**src/rtl/ones_count_seq.sv**
```systemverilog
// Sequential ones counter: accepts a WIDTH-bit word, counts CHUNK bits per clock and
// hands the count off on valid/ready, keeping a saturating running total.
// Optional threshold compare output is enabled by defining ONES_COUNT_THRESH_EN.
module ones_count_seq #(
    parameter int WIDTH = 7,
    parameter int CHUNK = 2,
    parameter int ACC_W = 8,
    localparam int CW = $clog2(WIDTH + 1)
) (
    input  logic             clk,
    input  logic             reset,
    input  logic             in_valid,
    output logic             in_ready,
    input  logic [WIDTH-1:0] in_data,
    output logic             out_valid,
    input  logic             out_ready,
    output logic [CW-1:0]    out_count,
    input  logic             acc_clear,
    output logic [ACC_W-1:0] acc_total
`ifdef ONES_COUNT_THRESH_EN
    ,
    input  logic [CW-1:0]    thresh,
    output logic             out_ge
`endif
);

    localparam int NCHUNK = (WIDTH + CHUNK - 1) / CHUNK;
    localparam int PW     = NCHUNK * CHUNK;
    localparam int IW     = (NCHUNK > 1) ? $clog2(NCHUNK) : 1;
    localparam int SW     = ACC_W + CW + 1;

    typedef enum logic [1:0] {
        IDLE  = 2'd0,
        COUNT = 2'd1,
        DONE  = 2'd2
    } state_t;

    state_t          state_r;
    state_t          state_n;
    logic [PW-1:0]   data_r;
    logic [IW-1:0]   idx_r;
    logic [CW-1:0]   sum_r;
    logic [CW-1:0]   sum_next_s;
    logic            load_s;
    logic            step_s;
    logic            last_s;
    logic            handoff_s;

    function automatic logic [CW-1:0] chunk_ones(input logic [CHUNK-1:0] c);
        logic [CW-1:0] n;
        n = '0;
        for (int i = 0; i < CHUNK; i++) begin
            n = n + CW'(c[i]);
        end
        return n;
    endfunction

    function automatic logic [ACC_W-1:0] sat_add(input logic [ACC_W-1:0] a,
                                                 input logic [CW-1:0] b);
        logic [SW-1:0] s;
        s = SW'(a) + SW'(b);
        if (s > SW'({ACC_W{1'b1}})) begin
            return {ACC_W{1'b1}};
        end else begin
            return s[ACC_W-1:0];
        end
    endfunction

    // The word is shifted right each step, so the current chunk is always the low CHUNK bits.
    assign sum_next_s = sum_r + chunk_ones(data_r[CHUNK-1:0]);
    assign last_s     = (idx_r == IW'(NCHUNK - 1));

    // State register.
    always_ff @(posedge clk) begin
        if (reset) begin
            state_r <= IDLE;
        end else begin
            state_r <= state_n;
        end
    end

    // Next-state logic and datapath strobes.
    always_comb begin
        state_n   = state_r;
        load_s    = 1'b0;
        step_s    = 1'b0;
        handoff_s = 1'b0;
        case (state_r)
            IDLE: begin
                if (in_valid) begin
                    load_s  = 1'b1;
                    state_n = COUNT;
                end else begin
                    state_n = IDLE;
                end
            end
            COUNT: begin
                step_s = 1'b1;
                if (last_s) begin
                    state_n = DONE;
                end else begin
                    state_n = COUNT;
                end
            end
            DONE: begin
                if (out_ready) begin
                    handoff_s = 1'b1;
                    state_n   = IDLE;
                end else begin
                    state_n = DONE;
                end
            end
            default: begin
                state_n = IDLE;
            end
        endcase
    end

    // Datapath, handshake flags and running total; flags follow the next state so they stay registered.
    always_ff @(posedge clk) begin
        if (reset) begin
            in_ready  <= 1'b1;
            out_valid <= 1'b0;
            out_count <= '0;
            acc_total <= '0;
            data_r    <= '0;
            idx_r     <= '0;
            sum_r     <= '0;
`ifdef ONES_COUNT_THRESH_EN
            out_ge    <= 1'b0;
`endif
        end else begin
            in_ready  <= (state_n == IDLE);
            out_valid <= (state_n == DONE);
            if (load_s) begin
                data_r <= PW'(in_data);
                idx_r  <= '0;
                sum_r  <= '0;
            end else if (step_s) begin
                data_r <= data_r >> CHUNK;
                idx_r  <= idx_r + IW'(1);
                sum_r  <= sum_next_s;
                if (last_s) begin
                    out_count <= sum_next_s;
`ifdef ONES_COUNT_THRESH_EN
                    out_ge    <= (sum_next_s >= thresh);
`endif
                end
            end
            // Clear takes effect before a coincident handoff adds its count.
            if (handoff_s) begin
                acc_total <= sat_add(acc_clear ? {ACC_W{1'b0}} : acc_total, out_count);
            end else if (acc_clear) begin
                acc_total <= '0;
            end
        end
    end

endmodule
```
**config.mk**
```make
export PLATFORM = sky130hd
export DESIGN_NAME = ones_count_seq
export DESIGN_NICKNAME = d
export VERILOG_FILES = /design/src/rtl/ones_count_seq.sv
export SDC_FILE = /design/constraint.sdc
export NUM_CORES = 1
export LEC_CHECK = 0
export CAP_MARGIN = 40
export CELL_PAD_IN_SITES_DETAIL_PLACEMENT = 1
export CELL_PAD_IN_SITES_GLOBAL_PLACEMENT = 1
export CORE_ASPECT_RATIO = 0.9
export CORE_UTILIZATION = 41
export DETAILED_ROUTE_END_ITERATION = 8
export HOLD_SLACK_MARGIN = 0.02
export PLACE_DENSITY_LB_ADDON = 0.25
export SETUP_SLACK_MARGIN = 0.05
export SLEW_MARGIN = 25
export SYNTH_ARGS = -nofsm -noshare
export SYNTH_HDL_FRONTEND = slang
export SYNTH_SLANG_ARGS = --single-unit
```
**constraint.sdc**
```tcl
create_clock -name clk -period 6.4 [get_ports clk]
set_clock_uncertainty 0.05 [all_clocks]
set_input_delay 0.96 -clock clk [delete_from_list [all_inputs] [get_ports clk]]
set_output_delay 0.96 -clock clk [all_outputs]
set_load 0.05 [all_outputs]
```
==> impl_results.html <==
<table>
<tr><th>Metric</th><th>Value</th></tr>
<tr><th colspan="2">Outcome</th></tr>
<tr><td>Outcome</td><td>finished, final reports clean</td></tr>
<tr><th colspan="2">Clock tree</th></tr>
<tr><td>Clock transition at the registers of the reported paths</td><td>0.14 ns</td></tr>
<tr><td>Worst skew pair latency</td><td>0.32 ns</td></tr>
<tr><td>H-Tree Depth</td><td>1</td></tr>
<tr><td>Number of clock buffers inserted by TritonCTS</td><td>3</td></tr>
<tr><td>Number of post-CTS setup repair buffers</td><td>0</td></tr>
<tr><td>CTS tree</td><td>yes</td></tr>
<tr><td>CTS max path bufs</td><td>2</td></tr>
<tr><td>Clock net sink count</td><td>27</td></tr>
<tr><td>Clock root buffer master</td><td>clkbuf_4</td></tr>
<tr><td>Number of hold buffers added after CTS</td><td>0</td></tr>
<tr><td>CTS resizes</td><td>0</td></tr>
<tr><th colspan="2">STA</th></tr>
<tr><td>Final critical-path required period</td><td>3.18 ns</td></tr>
<tr><td>Worst slew pin tran</td><td>0.711 ns</td></tr>
<tr><td>Unrepaired setup endpoints after global routing</td><td>no</td></tr>
<tr><td>Portion of the clock cycle consumed by the worst path in the final layout</td><td>0.496</td></tr>
<tr><td>Min setup slack post-route</td><td>3.22 ns</td></tr>
<tr><td>Total negative slack for setup checks</td><td>0 ns</td></tr>
<tr><td>Highest Clock Rate</td><td>315 MHz</td></tr>
<tr><td>Final max-slew violation count</td><td>0</td></tr>
<tr><td>Final number of setup-violating endpoints</td><td>0</td></tr>
<tr><td>Count of endpoints failing hold in the final timing report</td><td>0</td></tr>
<tr><td>Slew margin rel.</td><td>0.524</td></tr>
<tr><th colspan="2">Drt</th></tr>
<tr><td>Avg Vias per Cell</td><td>5.33</td></tr>
<tr><td>Wire length per cell after detailed routing</td><td>14.8 um</td></tr>
<tr><td>Antenna violation net count after detailed routing</td><td>0</td></tr>
<tr><td>Remaining routing DRC violations</td><td>0</td></tr>
<tr><td>Wire length reported by the detailed router</td><td>3000 um</td></tr>
<tr><td>Number of optimization iterations in the first detailed-route pass</td><td>4</td></tr>
<tr><td>Via count</td><td>1083</td></tr>
<tr><td>Initial detailed-routing violation count</td><td>38</td></tr>
<tr><th colspan="2">Global route</th></tr>
<tr><td>Via count of the first global-routing pass</td><td>1139</td></tr>
<tr><td>Global-route congestion overflow total</td><td>0</td></tr>
<tr><td>Met3 Usage GRT</td><td>0.0445</td></tr>
<tr><td>Met1 track utilization from global routing</td><td>0.235</td></tr>
<tr><td>Global-route usage over all layers</td><td>0.199</td></tr>
<tr><td>Antenna violations before repair</td><td>0</td></tr>
<tr><td>Pin count of the biggest net entering global routing</td><td>23</td></tr>
<tr><td>Wire length of the first global-routing pass</td><td>5090 um</td></tr>
<tr><td>Routing usage on met2</td><td>0.352</td></tr>
<tr><td>Most crowded layer after global routing</td><td>met2</td></tr>
<tr><th colspan="2">Final layout</th></tr>
<tr><td>Ratio of cells with drive above 1 in the final layout</td><td>0.0982</td></tr>
<tr><td>Layout overhead on the synthesized area</td><td>23.9%</td></tr>
<tr><td>Non-filler cells in the finished layout</td><td>203</td></tr>
<tr><td>Count of nets after finishing</td><td>183</td></tr>
<tr><td>Post-route standard cell area excluding fillers</td><td>1600 sq um</td></tr>
<tr><td>Number of inserted diodes</td><td>0</td></tr>
<tr><th colspan="2">Logic synthesis</th></tr>
<tr><td>Sequential fraction of the synthesis area</td><td>0.417</td></tr>
<tr><td>Largest cells by area after synthesis</td><td>dfxtp_1 (42%), a21oi_1 (5.4%), nor2_1 (4.9%), ha_1 (4.8%), nand2_1 (3.5%)</td></tr>
<tr><td>Netlist area before placement</td><td>1290 sq um</td></tr>
<tr><td>Number of unique standard cell types used by synthesis</td><td>35</td></tr>
<tr><td>Average cell area after synthesis</td><td>9.32 sq um</td></tr>
<tr><td>Cells after Synth</td><td>139</td></tr>
<tr><td>Number of warnings reported in the yosys synthesis log</td><td>0</td></tr>
<tr><td>Nets in the synthesized netlist</td><td>158</td></tr>
<tr><td>Yosys reg bits</td><td>27</td></tr>
<tr><td>Cell type contributing the most total cell area after synthesis</td><td>dfxtp_1</td></tr>
<tr><td>Fraction of synthesized cell area taken by the top area cell type</td><td>0.417</td></tr>
<tr><th colspan="2">Power</th></tr>
<tr><td>Total power divided by cell area</td><td>177 nW/um^2</td></tr>
<tr><td>Power after layout</td><td>283 uW</td></tr>
<tr><td>Lkg Pwr</td><td>0.583 nW</td></tr>
<tr><td>Peak ir drop on the vdd network</td><td>151 uV</td></tr>
<tr><th colspan="2">Floorplan</th></tr>
<tr><td>Starting density of the core</td><td>0.453</td></tr>
<tr><td>Total core area</td><td>2860 sq um</td></tr>
<tr><td>Number of placed I/O pins</td><td>25</td></tr>
<tr><td>Die extent in y</td><td>55.3 um</td></tr>
<tr><td>Die Wd</td><td>61.2 um</td></tr>
<tr><td>Number of cell rows</td><td>18</td></tr>
<tr><td>Die ar.</td><td>3390 sq um</td></tr>
<tr><th colspan="2">Run</th></tr>
<tr><td>Max capacitance violation total</td><td>0</td></tr>
<tr><th colspan="2">Placed design</th></tr>
<tr><td>Port bufs</td><td>24</td></tr>
<tr><td>Number of cells in the design after placement</td><td>198</td></tr>
<tr><td>Global placement routability congestion</td><td>0.854</td></tr>
<tr><td>Worst slack, placed</td><td>2.85 ns</td></tr>
<tr><td>Final HPWL from detailed placement</td><td>2330 um</td></tr>
<tr><td>Cell area after placement</td><td>1560 sq um</td></tr>
<tr><th colspan="2">Setup path</th></tr>
<tr><td>Arrival time worst endpoint</td><td>3.33 ns</td></tr>
<tr><td>Required @ worst endpoint</td><td>6.55 ns</td></tr>
<tr><td>Critical path capture point type</td><td>register</td></tr>
<tr><td>Critical path launch point type</td><td>primary input</td></tr>
<tr><td>Classification of the worst setup path</td><td>primary input to register</td></tr>
<tr><td>Highest net fanout along the worst path</td><td>9</td></tr>
<tr><th colspan="2">Worst hold path</th></tr>
<tr><td>Hold Path Class</td><td>register to register</td></tr>
</table>
layout by cell type (no fill, tap or decap), types with 4 or more instances in the layout:
cell             count
nor2_1              17
nor3_1               6
nand2_1             12
ha_1                 5
dfxtp_1             27
a22oi_1              5
clkdlybuf4s50_1     24
inv_1                6
a21oi_1             14
mux2i_1              4
nor2b_1              5
a211oi_1             4
path summary, 6_finish.rpt:
path,startpoint,endpoint,slack (ns),cells after the start
worst max-delay path,acc_clear,acc_total[5],3.22,8
worst min-delay path,data_r[0],data_r[0],0.42,2
worst max register to register,acc_total[0],acc_total[5],4.26,7
worst min register to register,data_r[0],data_r[0],0.42,2
sequential cells by signal (all words and copies together) (netlist names):
name	count
in_ready	1
state_r	2
idx_r	2
acc_total	8
out_count	3
sum_r	3
out_valid	1
data_r	7
synth_stat cells (all sizes together):
master and count:
a211oi 4, a21oi 15, a22oi 5, a311oi 1, a41oi 1, and2 1, and3b 1, buf 4
clkbuf 2, dfxtp 27, fa 2, ha 5, inv 6, mux2i 4, nand2 12, nand3 2
nand3b 1, nand4 2, nor2 18, nor2b 5, nor3 7, nor3b 4, nor4 2, nor4b 2
o21ai 1, or2 1, xnor2 3, xor2 1
report_power, final:
| group | total, mW | switching, mW | leakage, nW | internal (mW) |
|---|---|---|---|---|
| clock network | 0.0722 | 0.0478 | 0.0150 | 0.0244 |
| logic | 0.0349 | 0.0186 | 0.349 | 0.0163 |
| registers | 0.176 | 0.00300 | 0.219 | 0.173 |
routing by layer:
| layer | share of wire | vias to the layer above | wire, um |
|---|---|---|---|
| li1 | - | 532 | - |
| met1 | 0.44 | 527 | 1330 |
| met2 | 0.51 | 22 | 1520 |
| met3 | 0.042 | 2 | 125 |
| met4 | 0.0080 | 0 | 24 |
| met5 | 0 | - | 0 |
per-stage QoR:
stage	hold WS, ns	util
floorplan	0.386	-
global placement	0.393	0.546
detailed placement	0.398	0.546
CTS	0.417	0.556
global route	0.450	0.561
finish	0.417	0.561
cell families after synthesis:
| group | count (synthesis) | synth area share |
|---|---|---|
| simple gates | 58 | 0.270 |
| compound gates | 27 | 0.135 |
| flops | 27 | 0.417 |
| buf+inv | 12 | 0.0406 |
| fa+ha+maj | 7 | 0.0792 |
| xor+xnor | 4 | 0.0271 |
| mux | 4 | 0.0309 |
cell type report:
type                            count  area (sq um)
Tap cell                           40          50.0
Timing Repair Buffer               26           263
Inverter                            6          22.5
Multi-Input combinational cell    100           702
Sequential cell                    27           541
Fill cell                         359          1260
Clock buffer                        4          26.3
worst max-delay path, stage by stage:
cell and delay (ns):
clkdlybuf4s50_1 0.75, nor2b_1 0.13, ha_1 0.24, fa_1 0.42, a21oi_2 0.31, nor4_4 0.08
nor4b_1 0.36, nor4_2 0.08
(Power assumes the default switching activity.)
